<file path="config.mk">
export PLATFORM = sky130hd
export DESIGN_NAME = csa_pipe_adder
export DESIGN_NICKNAME = d
export VERILOG_FILES = /design/src/rtl/csa_pipe_adder.sv
export SDC_FILE = /design/constraint.sdc
export NUM_CORES = 1
export LEC_CHECK = 0
export CORE_UTILIZATION = 25
export CTS_BUF_LIST = sky130_fd_sc_hd__clkbuf_8 sky130_fd_sc_hd__clkbuf_16
export DETAILED_ROUTE_END_ITERATION = 16
export SETUP_SLACK_MARGIN = 0.15
export SLEW_MARGIN = 30
export SYNTH_ARGS = -nofsm -noshare
export SYNTH_HDL_FRONTEND = slang
export SYNTH_SLANG_ARGS = --single-unit
</file>
<file path="constraint.sdc">
create_clock -name clk -period 3.8 [get_ports clk]
set_clock_uncertainty 0.1 [all_clocks]
set_input_delay 0.95 -clock clk [delete_from_list [all_inputs] [get_ports clk]]
set_output_delay 0.95 -clock clk [all_outputs]
set_load 0.01 [all_outputs]
</file>
<file path="src/rtl/csa_pipe_adder.sv">
// Pipelined carry-select adder/subtractor.
// The operands are split into BLOCK-bit slices and one slice is resolved per
// pipeline stage. Within a stage, both candidate block sums (carry-in 0 and
// carry-in 1) ripple in parallel, and the carry from the previous stage picks
// one of them. The operand bits not yet added travel down the pipeline with
// their beat. A global stall (advance) freezes every stage at once, so bubbles
// are preserved and nothing is lost or duplicated under backpressure.
module csa_pipe_adder #(
    parameter int WIDTH = 16,
    parameter int BLOCK = 4
) (
    input  logic             clk,
    input  logic             rst,
    input  logic             in_valid,
    output logic             in_ready,
    input  logic [WIDTH-1:0] a,
    input  logic [WIDTH-1:0] b,
    input  logic             cin,
    input  logic             sub,
    output logic             out_valid,
    input  logic             out_ready,
    output logic [WIDTH-1:0] s,
    output logic             cout,
    output logic             ovf
);

    localparam int NSTG = WIDTH / BLOCK;

    logic             advance;
    logic [WIDTH-1:0] bbIn;
    logic             c0;

    // Ripple-carry sum of one block; result is {carry_out, sum}.
    function automatic logic [BLOCK:0] blockAdd(
        input logic [BLOCK-1:0] x,
        input logic [BLOCK-1:0] y,
        input logic             c
    );
        logic [BLOCK:0] r;
        logic           carry;
        r     = '0;
        carry = c;
        for (int i = 0; i < BLOCK; i++) begin
            r[i]  = x[i] ^ y[i] ^ carry;
            carry = (x[i] & y[i]) | (carry & (x[i] ^ y[i]));
        end
        r[BLOCK] = carry;
        return r;
    endfunction

    // The pipeline moves only when the output slot is empty or being drained;
    // in_ready depends on output-side state alone, never on in_valid.
    assign advance  = ~out_valid | out_ready;
    assign in_ready = advance;

    // Subtraction is A + ~B + 1; the external carry-in is ignored then.
    assign bbIn = sub ? ~b : b;
    assign c0   = sub | cin;

    for (genvar k = 0; k < NSTG; k++) begin : gStage
        localparam int LOW = k * BLOCK;
        localparam int REM = WIDTH - (k + 1) * BLOCK;

        logic [BLOCK-1:0]     xBlk;
        logic [BLOCK-1:0]     yBlk;
        logic                 carryIn;
        logic                 validIn;
        logic [BLOCK:0]       cand0;
        logic [BLOCK:0]       cand1;
        logic [BLOCK:0]       selSum;
        logic [LOW+BLOCK-1:0] sum_d;
        logic [LOW+BLOCK-1:0] sum_q;
        logic                 carry_q;
        logic                 valid_q;

        if (k == 0) begin : gFirst
            assign xBlk    = a[BLOCK-1:0];
            assign yBlk    = bbIn[BLOCK-1:0];
            assign carryIn = c0;
            assign validIn = in_valid;
            assign sum_d   = selSum[BLOCK-1:0];
        end else begin : gNext
            assign xBlk    = gStage[k-1].gRem.aRem_q[BLOCK-1:0];
            assign yBlk    = gStage[k-1].gRem.bRem_q[BLOCK-1:0];
            assign carryIn = gStage[k-1].carry_q;
            assign validIn = gStage[k-1].valid_q;
            assign sum_d   = {selSum[BLOCK-1:0], gStage[k-1].sum_q};
        end

        assign cand0  = blockAdd(xBlk, yBlk, 1'b0);
        assign cand1  = blockAdd(xBlk, yBlk, 1'b1);
        assign selSum = carryIn ? cand1 : cand0;

        // Register the assembled low sum bits, block carry and beat valid.
        always_ff @(posedge clk) begin
            if (rst) begin
                sum_q   <= '0;
                carry_q <= 1'b0;
                valid_q <= 1'b0;
            end else if (advance) begin
                sum_q   <= sum_d;
                carry_q <= selSum[BLOCK];
                valid_q <= validIn;
            end
        end

        if (REM > 0) begin : gRem
            logic [REM-1:0] aRem_d;
            logic [REM-1:0] bRem_d;
            logic [REM-1:0] aRem_q;
            logic [REM-1:0] bRem_q;

            if (k == 0) begin : gSrcIn
                assign aRem_d = a[WIDTH-1:BLOCK];
                assign bRem_d = bbIn[WIDTH-1:BLOCK];
            end else begin : gSrcPrev
                assign aRem_d = gStage[k-1].gRem.aRem_q[REM+BLOCK-1:BLOCK];
                assign bRem_d = gStage[k-1].gRem.bRem_q[REM+BLOCK-1:BLOCK];
            end

            // Carry the not-yet-added operand bits along with their beat.
            always_ff @(posedge clk) begin
                if (rst) begin
                    aRem_q <= '0;
                    bRem_q <= '0;
                end else if (advance) begin
                    aRem_q <= aRem_d;
                    bRem_q <= bRem_d;
                end
            end
        end

        if (k == NSTG - 1) begin : gLast
            logic ovf_d;
            logic ovf_q;

            assign ovf_d = (xBlk[BLOCK-1] == yBlk[BLOCK-1]) &
                           (selSum[BLOCK-1] != xBlk[BLOCK-1]);

            // Signed overflow is decided here, where the operand sign bits arrive.
            always_ff @(posedge clk) begin
                if (rst) begin
                    ovf_q <= 1'b0;
                end else if (advance) begin
                    ovf_q <= ovf_d;
                end
            end
        end
    end

    assign out_valid = gStage[NSTG-1].valid_q;
    assign s         = gStage[NSTG-1].sum_q;
    assign cout      = gStage[NSTG-1].carry_q;
    assign ovf       = gStage[NSTG-1].gLast.ovf_q;

endmodule

</file>
==> impl_results.md, run 1 <==
- Max Buffers Root-to-Sink: 2
- Die width: 130 um
- Setup CP Type: in2reg
- Area after DPL: 4790 um2
- Slew Limit Headroom: 46.2%
- Synth Cell Area: 4100 um2
- Slew @ Worst Pin: ~0.81 ns
- GRT met1 Usage: 14.8%
- Yosys warning count: 0
- Share of cells above drive strength 1: 8.37%
- Worst EP arrival: roughly 3.4 ns
- Critical Path RT: 3.90 ns
- Hold WC Path Type: reg2reg
- Sink Count: 97
- Pre-CTS setup slack: 0.0916 ns
- Final period utilization: ~88%
- Synth-to-Final Area Change: 23.8%
- Clock latency on the worst-skew pair: 0.34 ns
- Starting density of the core: 25.7%
- Syn_nets: 529
- IO buf count: 57
- Peak supply drop: 0.000260 V
- Final HPWL DP: 5910 um
- Final setup vio count: 0
- Final WS setup: about 0.47 ns
- Setup Total Neg Slack: 0 ns
- Crit. End Element: flop
- Clock Tree Root: clkbuf_16
- Fin crit period: 3.33 ns
- Max_cap viols: 0
- Hold-critical path depth: 2
- Outcome: complete, no violations
- Met2 usage: roughly 18%
- RSZ-0062 raised after global routing: no
- Setup crit start kind: input pin
- Switching power: 0.579 mW
- Gate power share: 10.9%
- Die Y: about 130 um
- Post-CTS Setup Repair Bufs: 0
- CTS tree: built
- Rows: 46
- Core box area: 15,900 um2
- Reg power frac: 49.8%
- Routability cong.: 0.755
- Die ar.: between 15,000 and 20,000 um2
- Top Ports: 58
- Drt first-iter violations: a little over 200
- Antenna-violating nets left: 0
- Initial antenna violation count: 0
- Final Hold Viols: 0
- CTS Buf Count: 9
- GR peak layer: met2
- PostCTS Resize Cnt: 0
- Final cell count without fillers: between 700 and 800
- Total track usage: 11.2%
- Clock share of power: between 30 and 40%
- Largest net degree at the start of global routing: ~80
- Ant. Diodes: 0
- Power per cell area: 443 nW/um2
- WHS: 0.350 ns
- Internal power: 1.68 mW
- FF+latch count, synth: between 90 and 100
- Post-synthesis sequential area ratio: 47.3%
- First-pass GRT wire length: 14,900 um
- H-tree depth: 3
- FF-to-FF path depth: 10
- DR vias/cell: between 4 and 5
- Final max-slew violation count: 0
- Remaining Overflow, GRT: 0
- Leakage: about 1.9 nW
- Clock transition at the registers of the reported paths: 0.07 ns
- Cells after synthesis: 470
- Vias: 3,040
- Max Freq: 301 MHz
- Syn_area_per_cell: 8.73 um2
- Total routed wirelength: ~8700 um
- Number of global-route vias before repair: 3,007
- Switching part of the total: 25.7%
- Yosys cell types: 21
- Placed Cells: 714
- Met3 GRT Util: about 2.7%
- Hold Buf Count CTS: 0
- Top fanout value on the critical path: 2
- Pre-antenna DRT Iters: 6
- Finished Cell Area: around 5100 um2
- Drt wl/cell: ~12 um
- DRC Markers: 0
- Post-route total power: 2.25 mW
- Layout Nets: 568
- Core Util, Final: roughly a third
-- sequential cells by signal (all words and copies together) (netlist names) --
register            cells
cout                    1
gStage.gRem.aRem_q     24
gStage.gRem.bRem_q     24
gStage.sum_q           24
gStage.valid_q          3
gStage.carry_q          3
s                      16
out_valid               1
ovf                     1
-- final timing paths --
path | startpoint | endpoint | slack [ns]
worst max-delay path | sub | gStage[0].sum_q[3] | 0.47
worst min-delay path | gStage[1].gRem.aRem_q[5] | gStage[1].gRem.aRem_q[5] | 0.35
worst min register to register | gStage[1].gRem.aRem_q[5] | gStage[1].gRem.aRem_q[5] | 0.35
worst max register to register | gStage[2].gRem.aRem_q[0] | ovf | 0.99
-- cell families after synthesis --
group	after synthesis	share of synthesized area, %
fa+ha+maj	21	8.60
xor+xnor	21	4.48
simple gates	174	16.2
buf+inv	57	7.20
mux	2	0.488
flops	97	47.3
compound gates	98	15.7
-- critical path: stages --
cell             delay, ns
clkdlybuf4s50_1       0.50
xor2_1                0.19
inv_1                 0.06
ha_1                  0.17
nor2_1                0.10
a21oi_1               0.06
fa_1                  0.38
fa_1                  0.37
inv_1                 0.08
fa_1                  0.41
nand2_1               0.07
a21oi_1               0.07
-- power by group through the flow --
stage	Combinational, mW	Clock [mW]	Sequential (mW)
final	0.245	0.886	1.12
after global routing	0.276	0.949	1.13
after CTS	0.249	0.908	1.12
after detailed placement	0.247	0	1.15
after global placement	0.243	0	1.15
after floorplan	0.152	0	1.14
-- layout make-up --
class                      count  area (um2)
tap                          216         270
multi-input combinational    316        1870
timing repair buffer          62         618
sequential                    97        1940
fill                        1674       10900
clock buffer                   9         225
inverter                      23        87.6
clock inverter                 7        67.6
-- cells in the mapped netlist, drive strengths merged --
master	number	area (um2)
a211oi	23	268
a21oi	74	370
buf	19	153
clkbuf	15	56.3
dfxtp	97	1940
fa	12	240
ha	9	113
inv	23	86.3
mux2i	2	20.0
nand2	143	537
nand3b	1	7.51
nor2	28	105
nor2b	1	8.76
o31ai	1	7.51
or3	1	6.26
xnor2	15	131
xor2	6	52.6
-- cell usage in the layout, fill, tap and decap left out, drive strengths merged --
cell	instances
a211oi	23
a21oi	74
buf	6
clkbuf	9
clkdlybuf4s50	56
clkinv	1
clkinvlp	1
dfxtp	97
fa	12
ha	9
inv	28
mux2i	2
nand2	143
nand3b	1
nor2	28
nor2b	1
o31ai	1
or3	1
xnor2	15
xor2	6
-- per-layer routing --
metal | wire length (um) | part of all wire, %
met5 | 0 | 0
met4 | 122 | 1.4
met3 | 314 | 3.6
met2 | 3890 | 45
met1 | 4340 | 50
Note: power is estimated with default switching activity, not from simulation.
==> inputs of run 2 (changes only) <==
CORE_MARGIN = 4   (was default)
==> run 2 against run 1 <==
  * Hold slack worse by 0.00072 ns
  * Final area is 0.54% higher
  * Core utilization is 0.057 points higher
  * Setup slack worse by 0.039 ns
  * Global-route usage is 1.1 points lower
  * Die area is 9.4% higher
  * Critical path type unchanged
==> impl_results.md, run 2 (synthesis results as in run 1) <==
- Rows: 46 (unchanged)
- Drt first-iter violations: 109 (-46%)
- Routability cong.: 0.735 (-2.7%)
- Total track usage: 10.1% (-1.1 points)
- Flop2flop setup slack: 0.98 ns (about the same)
- Ant. Diodes: 0 (unchanged)
- Antenna-violating nets left: 0 (unchanged)
- Top fanout value on the critical path: 2 (unchanged)
- Reg-to-Reg End: ovf
- Hold Buf Count CTS: 0 (unchanged)
- Clock latency on the worst-skew pair: 0.34 ns (about the same)
- Die width: 136 um (+4.6%)
- Hold WC Path Type: reg2reg
- Slew Limit Headroom: 47.5% (+1.4 points)
- Hold-critical path depth: 2 (unchanged)
- Final period utilization: 88.5% (+1.0 points)
- Layout Nets: 569 (+0.18%)
- Max Freq: 297 MHz (-1.2%)
- Post-CTS Setup Repair Bufs: 0 (unchanged)
- Leakage: 1.90 nW (+0.32%)
- Largest net degree at the start of global routing: 81 (unchanged)
- Synth-to-Final Area Change: 24.5%
- Power per cell area: 459 nW/um2 (+3.5%)
- Final Hold Viols: 0 (unchanged)
- Crit. End Element: flop
- Max Buffers Root-to-Sink: 2 (unchanged)
- Slew @ Worst Pin: 0.787 ns (-0.0205 ns)
- Sink Count: 97 (unchanged)
- Commonest non-fill, non-tap cell in the layout: nand2_1
- Share of cells above drive strength 1: 8.54% (+0.18 points)
- Remaining Overflow, GRT: 0 (unchanged)
- Starting density of the core: 25.6% (-0.093 points)
- Number of global-route vias before repair: 3,101 (+3.1%)
- Worst Hold Launch: gStage[0].sum_q[0]
- Register area: 1940 um2 (unchanged)
- Initial antenna violation count: 0 (unchanged)
- Area occupied by multi-input gates: 1870 um2 (unchanged)
- First-pass GRT wire length: 15,000 um (+0.88%)
- IO buf count: 57 (unchanged)
- Fillers: 1,733 (+3.5%)
- Post-route total power: 2.35 mW (+4.0%)
- Final max-slew violation count: 0 (unchanged)
- Vias: 3,072 (+1.1%)
- Top Ports: 58 (unchanged)
- Clock transition at the registers of the reported paths: 0.07 ns (about the same)
- Commonest cells after routing, fill and taps aside: nand2_1, dfxtp_1, a21oi_1
- RSZ-0062 raised after global routing: no
- Max_cap viols: 0 (unchanged)
- FF-to-FF path depth: 10 (unchanged)
- CTS tree: built
- FF-to-FF Start: gStage[2].gRem.aRem_q[0]
- Top Registers: gStage.gRem.aRem_q: 24 flops, gStage.gRem.bRem_q: 24 flops, gStage.sum_q: 24 flops
- Fin crit period: 3.36 ns (+0.0388 ns)
- Setup crit start kind: input pin
- DR vias/cell: 4.20 (+0.91%)
- Setup CP Type: in2reg
- Crit. Startpoint: sub
- PostCTS Resize Cnt: 0 (unchanged)
- Final setup vio count: 0 (unchanged)
- Pre-antenna DRT Iters: 4 (-2)
- Drt wl/cell: 12.1 um (+1.7%)
- Die ar.: 18,500 um2 (+9.4%)
- Critical Path RT: 3.90 ns (about the same)
- Clock Tree Root: clkbuf_16
- Final HPWL DP: 6150 um (+4.1%)
- CTS Buf Count: 9 (unchanged)
- Core box area: 16,000 um2 (+0.36%)
- Worst EP arrival: 3.47 ns (+0.05 ns)
- Peak supply drop: 0.000227 V (-13%)
- Setup Total Neg Slack: 0 ns (unchanged)
- Outcome: complete, no violations
- Hold Path Sink: gStage[1].sum_q[0]
- Total routed wirelength: 8820 um (+1.9%)
- DRC Markers: 0 (unchanged)
- Die Y: 136 um (+4.6%)
- H-tree depth: 3 (unchanged)
[run 2: power by group]
part           switching, mW  leakage, nW  internal, mW
registers             0.0397        0.798          1.08
logic                  0.116        0.951         0.125
clock network          0.399        0.149         0.581
[run 2: final cells by class]
cell class / count / share of cell area [%]
sequential: 97 / 38.0
multi-input combinational: 316 / 36.6
timing repair buffer: 63 / 12.0
tap: 216 / 5.29
clock buffer: 9 / 4.41
clock inverter: 7 / 1.96
inverter: 23 / 1.71
[run 2: stage by stage]
stage / worst slack [ns] / cell area (um2) / hold WS [ns] / instances / util, %
after global placement: 0.140 / 4780 / 0.340 / 715 / 29.9
after floorplan: 0.424 / 4100 / 0.332 / 470 / -
after detailed placement: 0.0645 / 4780 / 0.345 / 715 / 29.9
after global routing: 0.328 / 5110 / 0.366 / 731 / 31.9
after CTS: 0.423 / 5110 / 0.352 / 731 / 31.9
final: 0.436 / 5110 / 0.350 / 731 / 31.9
[run 2: per-layer routing]
layer | global-route usage, % | share of wire [%] | vias to the layer above
li1 | - | - | 1577
met1 | 13.0 | 47 | 1434
met2 | 15.5 | 45 | 49
met3 | 3.74 | 6.0 | 12
met4 | 3.53 | 1.4 | 0
met5 | 0 | 0 | -
[run 2: worst max-delay path by stage]
stage	end
after floorplan	gStage[0].sum_q[3]
after global placement	gStage[0].sum_q[3]
after detailed placement	gStage[0].sum_q[3]
after CTS	gStage[0].sum_q[3]
after global routing	gStage[0].sum_q[3]
final	gStage[0].sum_q[3]
[run 2: worst max-delay path, stage by stage]
cell             delay [ns]
clkdlybuf4s50_1        0.50
xor2_1                 0.21
inv_1                  0.06
ha_1                   0.17
nor2_1                 0.11
a21oi_1                0.07
fa_1                   0.38
fa_1                   0.37
inv_1                  0.07
fa_1                   0.42
nand2_1                0.08
a21oi_1                0.07
==> inputs of run 3 (changes only) <==
CORE_MARGIN = 3   (was 4)
==> run 3 against run 2 <==
  * Power decreased by 4.1%
  * Combinational power about the same
  * Register-to-register slack better by 0.02 ns
  * Non-clock buffer count unchanged
  * Critical path depth is the same
  * Largest cell class unchanged
  * Largest power group unchanged
  * Highest routed layer unchanged
==> impl_results.md, run 3 (synthesis results as in run 1) <==
- Outcome: complete, no violations
- Clock transition at the registers of the reported paths: 0.06 ns (about the same)
- Hold Path Sink: gStage[0].gRem.aRem_q[7]
- Crit. End Element: flop
- Remaining Overflow, GRT: 0 (unchanged)
- Final Hold Viols: 0 (unchanged)
- Clock latency on the worst-skew pair: 0.34 ns (about the same)
- Post-CTS Setup Repair Bufs: 0 (unchanged)
- Met1 Wirelength: 4210 um (+0.57%)
- Peak supply drop: 0.000211 V (-7.1%)
- Initial antenna violation count: 0 (unchanged)
- Hold WC Path Type: reg2reg
- Clock Tree Root: clkbuf_16
- Final cell count without fillers: 729 (-0.27%)
- DR vias/cell: 4.26 (+1.3%)
- FF-to-FF path depth: 10 (unchanged)
- Setup CP Type: in2reg
- Top fanout value on the critical path: 2 (unchanged)
- Commonest non-fill, non-tap cell in the layout: nand2_1
- Total routed wirelength: 8940 um (+1.3%)
- Critical Path RT: 3.89 ns (about the same)
- Antenna-violating nets left: 0 (unchanged)
- Top Registers: gStage.gRem.aRem_q: 24 flops, gStage.gRem.bRem_q: 24 flops, gStage.sum_q: 24 flops
- Synth-to-Final Area Change: 23.5%
- Final HPWL DP: 6210 um (+0.97%)
- Final period utilization: 88.8% (+0.32 points)
- Share of cells above drive strength 1: 8.19% (-0.36 points)
- Setup crit start kind: input pin
- Top Metal Used: met4
- Met3 WL: 534 um (+0.19%)
- Final setup vio count: 0 (unchanged)
- Pre-CTS setup slack: 0.0582 ns (-0.00623 ns)
- Pre-antenna DRT Iters: 4 (unchanged)
- Layout Nets: 569 (unchanged)
- Placed Cells: 715 (unchanged)
- Hold-critical path depth: 2 (unchanged)
- Commonest cells after routing, fill and taps aside: nand2_1, dfxtp_1, a21oi_1
- Max Freq: 296 MHz (-0.36%)
- Area after DPL: 4780 um2 (unchanged)
- Slew Limit Headroom: 45.7% (-1.8 points)
- Power per cell area: 444 nW/um2 (-3.4%)
- H-tree depth: 3 (unchanged)
- Leakage: 1.89 nW (-0.25%)
- Die width: 134 um (-1.5%)
- Flop2flop setup slack: 1.00 ns (+0.02 ns)
- Worst EP arrival: 3.47 ns (about the same)
- PostCTS Resize Cnt: 0 (unchanged)
- Setup Total Neg Slack: 0 ns (unchanged)
- Worst Hold Launch: gStage[0].gRem.aRem_q[7]
- Rows: 46 (unchanged)
- Reg-to-Reg End: ovf
- Slew @ Worst Pin: 0.814 ns (+0.0269 ns)
- Die ar.: 18,000 um2 (-2.9%)
- Ant. Diodes: 0 (unchanged)
- Number of global-route vias before repair: 3,126 (+0.81%)
- DRC Markers: 0 (unchanged)
- Total track usage: 10.5% (+0.41 points)
- Finished Cell Area: 5070 um2 (-0.81%)
- First-pass GRT wire length: 15,200 um (+1.5%)
- FF-to-FF Start: gStage[2].gRem.aRem_q[0]
- Drt wl/cell: 12.3 um (+1.6%)
- Top Ports: 58 (unchanged)
- Drt first-iter violations: 151 (+39%)
- Vias: 3,102 (+0.98%)
- RSZ-0062 raised after global routing: no
- Final max-slew violation count: 0 (unchanged)
- CTS Buf Count: 9 (unchanged)
- Routability cong.: 0.769 (+4.7%)
- Die Y: 134 um (-1.5%)
- Hold Buf Count CTS: 0 (unchanged)
- CTS tree: built
- Largest net degree at the start of global routing: 81 (unchanged)
- Starting density of the core: 25.6% (unchanged)
- Max_cap viols: 0 (unchanged)
- Met2 wire len: 4070 um (+2.3%)
- IO buf count: 57 (unchanged)
- Sink Count: 97 (unchanged)
- Final WS setup: 0.424 ns (-0.0121 ns)
- Fin crit period: 3.38 ns (+0.0121 ns)
- Max Buffers Root-to-Sink: 2 (unchanged)
- Core box area: 16,000 um2 (unchanged)
==> run 3: worst max path at each step <==
stage / slack [ns] / to / from
after floorplan: 0.42 / gStage[0].sum_q[3] / sub
after global placement: 0.13 / gStage[0].sum_q[3] / sub
after detailed placement: 0.06 / gStage[0].sum_q[3] / sub
after CTS: 0.42 / gStage[0].sum_q[3] / sub
after global routing: 0.29 / gStage[0].sum_q[3] / sub
final: 0.42 / gStage[0].sum_q[3] / sub
==> run 3: report_power, final <==
group	switching, mW	leakage, nW	internal, mW
logic	0.117	0.951	0.126
clock network	0.362	0.144	0.517
registers	0.0410	0.798	1.08
total	0.520	1.89	1.73
==> run 3: final cells by class <==
class	count	area (um2)
Inverter	23	87.6
Clock buffer	10	239
Multi-Input combinational cell	316	1870
Tap cell	216	270
Timing Repair Buffer	63	613
Sequential cell	97	1940
Fill cell	1710	10900
Clock inverter	4	45.0
==> run 3: routing by layer <==
layer / global-route usage (%) / vias up
met5: 0 / -
met4: 3.56 / 0
met3: 3.41 / 10
met2: 16.5 / 60
met1: 13.6 / 1451
li1: - / 1581
==> run 3: per-stage QoR <==
step | total power [mW] | hold slack (ns) | utilization (%)
3_3_place_gp | 1.39 | 0.339 | 29.9
3_5_place_dp | 1.39 | 0.345 | 29.9
6_report | 2.25 | 0.350 | 31.7
4_1_cts | 2.27 | 0.353 | 31.7
5_1_grt | 2.35 | 0.371 | 31.7
2_1_floorplan | 1.29 | 0.332 | -
==> run 3: worst max-delay path, stage by stage <==
cell and delay [ns]:
clkdlybuf4s50_1 0.51, xor2_1 0.21, inv_1 0.07, ha_1 0.17, nor2_1 0.10, a21oi_1 0.06
fa_1 0.39, fa_1 0.37, inv_1 0.07, fa_1 0.41, nand2_1 0.07, a21oi_1 0.07
